===== src/rtl/if_stage_if.sv =====
// Instruction-memory read port between the fetch stage and instruction memory.
// The fetch stage drives the request and address; memory returns ack and data.
interface if_stage_if;
   logic        mem_req;
   logic [31:0] mem_addr;
   logic        mem_ack;
   logic [31:0] mem_rdata;

   modport master (
      output mem_req,
      output mem_addr,
      input  mem_ack,
      input  mem_rdata
   );

   modport slave (
      input  mem_req,
      input  mem_addr,
      output mem_ack,
      output mem_rdata
   );
endinterface


===== src/rtl/if_stage.sv =====
// Instruction fetch stage: one outstanding memory read, a one-entry skid buffer
// for downstream stalls, and redirects that drop any in-flight read.
module if_stage (
   input  logic        clk,
   input  logic        rst,
   input  logic        stall_i,
   input  logic        jump_i,
   input  logic [31:0] jump_addr_i,
   if_stage_if.master  mem,
   output logic [31:0] pc_o,
   output logic [31:0] inst_o,
   output logic        valid_o
);

   typedef enum logic [1:0] {
      S_IDLE = 2'd0,
      S_REQ  = 2'd1,
      S_HOLD = 2'd2
   } state_t;

   state_t      r_state,     w_state_nxt;
   logic [31:0] r_fetch_pc,  w_fetch_pc_nxt;
   logic [31:0] r_mem_addr,  w_mem_addr_nxt;
   logic        r_mem_req,   w_mem_req_nxt;
   logic [31:0] r_pc,        w_pc_nxt;
   logic [31:0] r_inst,      w_inst_nxt;
   logic        r_valid,     w_valid_nxt;
   logic [31:0] r_buf_pc,    w_buf_pc_nxt;
   logic [31:0] r_buf_inst,  w_buf_inst_nxt;
   logic        r_drop,      w_drop_nxt;

   logic [31:0] w_jump_tgt;
   logic [31:0] w_fetch_pc_inc;
   logic        w_space;

   assign w_jump_tgt     = jump_addr_i & ~32'h3;
   assign w_fetch_pc_inc = r_fetch_pc + 32'd4;
   assign w_space        = !r_valid || !stall_i;

   // NOTE: every next-state value gets a default first so no latch is inferred.
   always_comb begin
      w_state_nxt    = r_state;
      w_fetch_pc_nxt = r_fetch_pc;
      w_mem_addr_nxt = r_mem_addr;
      w_mem_req_nxt  = r_mem_req;
      w_pc_nxt       = r_pc;
      w_inst_nxt     = r_inst;
      w_valid_nxt    = r_valid && stall_i;   // accepted output empties unless refilled
      w_buf_pc_nxt   = r_buf_pc;
      w_buf_inst_nxt = r_buf_inst;
      w_drop_nxt     = r_drop;

      if (jump_i) begin
         w_fetch_pc_nxt = w_jump_tgt;
         w_valid_nxt    = 1'b0;
         w_buf_pc_nxt   = 32'd0;
         w_buf_inst_nxt = 32'd0;
         // An unacked read cannot be abandoned: keep it on the bus and drop its data.
         if (r_state == S_REQ && !mem.mem_ack) begin
            w_drop_nxt = 1'b1;
         end else begin
            w_state_nxt    = S_REQ;
            w_mem_req_nxt  = 1'b1;
            w_mem_addr_nxt = w_jump_tgt;
            w_drop_nxt     = 1'b0;
         end
      end else begin
         unique case (r_state)
            S_IDLE: begin
               w_state_nxt    = S_REQ;
               w_mem_req_nxt  = 1'b1;
               w_mem_addr_nxt = r_fetch_pc;
            end
            S_REQ: begin
               if (mem.mem_ack) begin
                  if (r_drop) begin
                     w_drop_nxt     = 1'b0;
                     w_mem_addr_nxt = r_fetch_pc;
                  end else if (w_space) begin
                     w_pc_nxt       = r_mem_addr;
                     w_inst_nxt     = mem.mem_rdata;
                     w_valid_nxt    = 1'b1;
                     w_fetch_pc_nxt = w_fetch_pc_inc;
                     w_mem_addr_nxt = w_fetch_pc_inc;
                  end else begin
                     w_buf_pc_nxt   = r_mem_addr;
                     w_buf_inst_nxt = mem.mem_rdata;
                     w_fetch_pc_nxt = w_fetch_pc_inc;
                     w_mem_req_nxt  = 1'b0;
                     w_state_nxt    = S_HOLD;
                  end
               end
            end
            S_HOLD: begin
               if (!stall_i) begin
                  w_pc_nxt       = r_buf_pc;
                  w_inst_nxt     = r_buf_inst;
                  w_valid_nxt    = 1'b1;
                  w_mem_req_nxt  = 1'b1;
                  w_mem_addr_nxt = r_fetch_pc;
                  w_state_nxt    = S_REQ;
               end
            end
            default: begin
               w_state_nxt   = S_IDLE;
               w_mem_req_nxt = 1'b0;
            end
         endcase
      end
   end

   // NOTE: registers use non-blocking assignments so all of them sample pre-edge values.
   always_ff @(posedge clk) begin
      if (rst) begin
         r_state    <= S_IDLE;
         r_fetch_pc <= 32'd0;
         r_mem_addr <= 32'd0;
         r_mem_req  <= 1'b0;
         r_pc       <= 32'd0;
         r_inst     <= 32'd0;
         r_valid    <= 1'b0;
         r_buf_pc   <= 32'd0;
         r_buf_inst <= 32'd0;
         r_drop     <= 1'b0;
      end else begin
         r_state    <= w_state_nxt;
         r_fetch_pc <= w_fetch_pc_nxt;
         r_mem_addr <= w_mem_addr_nxt;
         r_mem_req  <= w_mem_req_nxt;
         r_pc       <= w_pc_nxt;
         r_inst     <= w_inst_nxt;
         r_valid    <= w_valid_nxt;
         r_buf_pc   <= w_buf_pc_nxt;
         r_buf_inst <= w_buf_inst_nxt;
         r_drop     <= w_drop_nxt;
      end
   end

   assign mem.mem_req  = r_mem_req;
   assign mem.mem_addr = r_mem_addr;
   assign pc_o         = r_pc;
   assign inst_o       = r_inst;
   assign valid_o      = r_valid;

endmodule


===== src/flat_wrapper.sv =====
// flat-port wrapper written by rule: the top's interface ports become plain ports
module if_stage_flat 
  (clk, rst, stall_i, jump_i, jump_addr_i, pc_o, inst_o, valid_o, mem_mem_req, mem_mem_addr, mem_mem_ack, mem_mem_rdata);
  if_stage_if mem_i ();
  input  logic clk;
  input  logic rst;
  input  logic stall_i;
  input  logic jump_i;
  input  logic [31:0] jump_addr_i;
  output logic [31:0] pc_o;
  output logic [31:0] inst_o;
  output logic valid_o;
  output wire logic [$bits(mem_i.mem_req)-1:0] mem_mem_req;
  output wire logic [$bits(mem_i.mem_addr)-1:0] mem_mem_addr;
  input wire logic [$bits(mem_i.mem_ack)-1:0] mem_mem_ack;
  input wire logic [$bits(mem_i.mem_rdata)-1:0] mem_mem_rdata;
  assign mem_mem_req = mem_i.mem_req;
  assign mem_mem_addr = mem_i.mem_addr;
  assign mem_i.mem_ack = mem_mem_ack;
  assign mem_i.mem_rdata = mem_mem_rdata;
  if_stage u_core (.clk(clk), .rst(rst), .stall_i(stall_i), .jump_i(jump_i), .jump_addr_i(jump_addr_i), .mem(mem_i), .pc_o(pc_o), .inst_o(inst_o), .valid_o(valid_o));
endmodule

===== config.mk =====
export PLATFORM = sky130hd
export DESIGN_NAME = if_stage_flat
export DESIGN_NICKNAME = d
export VERILOG_FILES = /design/src/rtl/if_stage_if.sv /design/src/rtl/if_stage.sv /design/src/flat_wrapper.sv
export SDC_FILE = /design/constraint.sdc
export NUM_CORES = 1
export LEC_CHECK = 0
export ABC_CLOCK_PERIOD_IN_PS = 2600
export BUFFER_PORTS_ARGS = -buffer_cell sky130_fd_sc_hd__buf_2
export CAP_MARGIN = 20
export CORE_ASPECT_RATIO = 0.9
export CORE_MARGIN = 4
export CORE_UTILIZATION = 50
export DETAILED_ROUTE_END_ITERATION = 7
export PLACE_DENSITY = 0.8
export SETUP_SLACK_MARGIN = 0.3
export SLEW_MARGIN = 0
export SYNTH_ARGS = -nofsm -noshare
export SYNTH_HDL_FRONTEND = slang
export SYNTH_SLANG_ARGS = --single-unit

===== constraint.sdc =====
create_clock -name clk -period 2.6 [get_ports clk]
set_input_delay 0.13 -clock clk [delete_from_list [all_inputs] [get_ports clk]]
set_output_delay 0.13 -clock clk [all_outputs]
set_load 0.01 [all_outputs]

==> metrics.cfg <==
[synth]
synth_commonest_cells=dfxtp_1 (189), nand2_1 (180), nor2_1 (98)
synth_area_leaders=dfxtp_1 (43%), mux2i_1 (8.3%), nand2_1 (7.7%)
synth-compound-area-share_pct=19.0
yosys.area.top_type=dfxtp_1
yosysUniqueCellTypes=63
synth_edf_count=0
synthCells=1049
synth-seq-area-share_pct=43.2
synth_top_area_share_pct=43.2
synth.avg_cell_area_sq_um=8.34
synth-seq-cells=189
synth-adder-area-share_pct=0.715
syn_area_sq_um=8750
synth_simple_gate_area_share_pct=21.0
async_reset_ff_share_pct=0
synth.mux.area_fraction_pct=8.35
synth_top_family_by_area=simple AND/OR/NAND/NOR gates
yosysMostFrequentCell=dfxtp_1
synth_xor_xnor_area_share_pct=3.00
ys.flop_type=dfxtp_1
yosys_warnings=0

[final_layout]
design_area_sq_um=11100
seq_area_sq_um=3790
diodes=0
n_fill_cell=1429
final_cells=1486
synthToLayoutAreaGrowth_pct=26.9
final_nets=1312
drive_gt1_share_pct=22.5
multi_input_area_sq_um=4680

[place]
placed_area_sq_um=9880
io_buffers=160
place_congestion=0.934
hpwl_mm=16.6
dp.cells=1395

[sta]
setup_viol=0
period_needed_ns=2.33
hold_viol=0
drv_slew=0
max-slew-margin-rel_pct=50.9
finalCritPeriodShare_pct=89.7
rsz0062_at_grt=true
fin_worst_skew_ns=0.0121
fmax_mhz=429
worst_pin_slew_ns=0.736
fin_setup_tns_ns=0
hold_slack_ns=0.0180

[floorplanning]
dieArea_sq_um=19700
ios=167
design.core.area_sq_um=17000
fp-row-count=45
die_w_um=147
fp.dieH_um=134
start_util_pct=51.5

[critical_path]
reg2reg_to=u_core.mem.mem_addr[31]$_SDFFE_PP0P_
arrival_ns=2.66
cpLargestDelayFamily=simple AND/OR/NAND/NOR gates
startpoint_type=flop
path_cells=inv_4 > ha_4 > nand4b_4 > or4_4 > or2_4 > or4b_1 > a32o_1
crit_required_ns=2.92
rr_worst_depth=7
regToRegSetupSlack_ns=0.27
critPathMaxStageDelay_ns=0.57
cp.depth=7
crit_slowest_cell=or4_4
setup.worst_path.class=reg2reg
path_max_fanout=4
critPathBufInv=1
regToRegStartpoint=u_core.r_state[1]$_SDFFE_PP0P_
endpoint_kind=flop

[clock_network]
path_clk_slew_ns=0.07
htreeDepth=4
cts-root-buf=clkbuf_16
clock_path_buffers=2
cts_tree=done
cts_made_buffers=17
clk_latency_ns=0.44
cts_sinks=189

[routing]
drtIter0Drc=707
drt_pass1_iterations=5
drc=0
wirelength_mm=25.9
drtAntennaViolNets=0
routed_via_density=5.74
route.detailed.wl_per_inst_um=17.4
vias=8525

[grt]
track_usage_pct=25.8
grt_pass1_wl_mm=41.4
grt_pass1_vias=8065
grt_max_degree=63
globalRoute.totalOverflow=0
grt_antenna_before_repair=0

[worst_hold_path]
worstHoldEndpoint=u_core.r_fetch_pc[16]$_SDFFE_PP0P_
min_from=jump_addr_i[16]
hp-class=in2reg
worstHoldPathCells=3

[run]
cap_violations=0

[power]
p_per_area_nw_per_um2=609
vdd_drop_max_uv=478
total_leakage_power_nw=4.12

[outcome]
status=completed

[sequential cells by signal (all words and copies together) (netlist names), 2 cells and up]
name                 flops
u_core.r_buf_pc         30
u_core.mem.mem_addr     30
u_core.pc_o             30
u_core.inst_o           32
u_core.r_fetch_pc       30
u_core.r_buf_inst       32
u_core.r_state           2
[placed cells by master, fill, tap and decap left out, types with 8 or more instances in the layout]
cell             n
a211oi_1        73
o211a_1          8
nor2_1          96
nand3_1         28
a21oi_1         92
nand2_1        178
nand2b_1        10
o211ai_1         9
o21a_1           9
nor3_1          15
clkbuf_16       17
o21ai_0         14
mux2i_1         73
nor4_1          13
nand4_1          9
buf_2          160
buf_4           50
xnor2_1         21
dlygate4sd3_1   42
a22o_1           8
dfxtp_1        184
xor2_1           9
[cell families (layout without fill, tap and decap cells)]
logic type	after synthesis	after routing
and+or+nand+nor	402	402
AOI/OAI and AO/OA	249	250
DFF	189	189
buffers and inverters	100	298
muxes	73	73
xor gates and xnor gates	30	30
adders and majority gates	5	5
other	1	4
[final cells by class]
class	count	area share, %
clock inverter	14	1.36
multi-input combinational	764	42.2
sequential	189	34.1
timing repair buffer	258	15.5
inverter	8	0.293
clock buffer	18	3.95
tap	235	2.65
[worst reg2reg max path, stage by stage (launching register included)]
cell	delay, ns
dfxtp_4	0.36
inv_4	0.06
ha_4	0.15
nand4b_4	0.10
or4_4	0.57
or2_4	0.29
or4b_1	0.46
a32o_1	0.23
[how the worst max path moves through the flow]
stage | start | end
floorplan | u_core.r_state[1]$_SDFFE_PP0P_ | u_core.mem.mem_addr[31]$_SDFFE_PP0P_
global placement | u_core.r_state[0]$_SDFFE_PP0P_ | u_core.mem.mem_addr[15]$_SDFFE_PP0P_
detailed placement | u_core.r_state[0]$_SDFFE_PP0P_ | u_core.mem.mem_addr[25]$_SDFFE_PP0P_
CTS | u_core.r_state[0]$_SDFFE_PP0P_ | u_core.mem.mem_addr[16]$_SDFFE_PP0P_
global route | u_core.r_state[1]$_SDFFE_PP0P_ | u_core.mem.mem_addr[31]$_SDFFE_PP0P_
finish | u_core.r_state[1]$_SDFFE_PP0P_ | u_core.mem.mem_addr[31]$_SDFFE_PP0P_
[per-stage QoR]
stage / utilization [%] / setup WS (ns) / power [mW]
after floorplan: - / 0.282 / 3.77
after global placement: 58.1 / 0.216 / 4.13
after detailed placement: 58.1 / 0.113 / 4.15
after CTS: 64.7 / 0.303 / 6.76
after global routing: 65.3 / 0.210 / 7.02
final: 65.3 / 0.268 / 6.76
[report_power, final]
part	switching [mW]	leakage (nW)	internal (mW)	total, mW
Combinational	0.562	2.30	0.439	1.00
Clock	1.26	0.278	1.31	2.57
Sequential	0.146	1.55	3.05	3.19
Total	1.97	4.12	4.79	6.76
[repair_timing]
| item | 4_1_cts | 5_1_grt |
|---|---|---|
| pin swaps | 5 | 7 |
| setup buffers | 8 | 8 |
| setup endpoints to repair | 63 | 112 |
| hold buffers | 42 | 0 |
| gates cloned | 1 | 0 |
| hold endpoints to repair | 42 | 0 |
| gates resized for setup | 12 | 9 |
[per-layer routing]
layer / global-route usage, % / share of wire [%] / vias to the layer above / routed length, um
li1: - / - / 4105 / -
met1: 34.1 / 44 / 3976 / 11300
met2: 41.0 / 45 / 382 / 11800
met3: 6.12 / 7.7 / 62 / 2000
met4: 10.2 / 3.3 / 0 / 856
met5: 0 / 0 / - / 0
No activity file was read; power rests on OpenSTA's default activity.
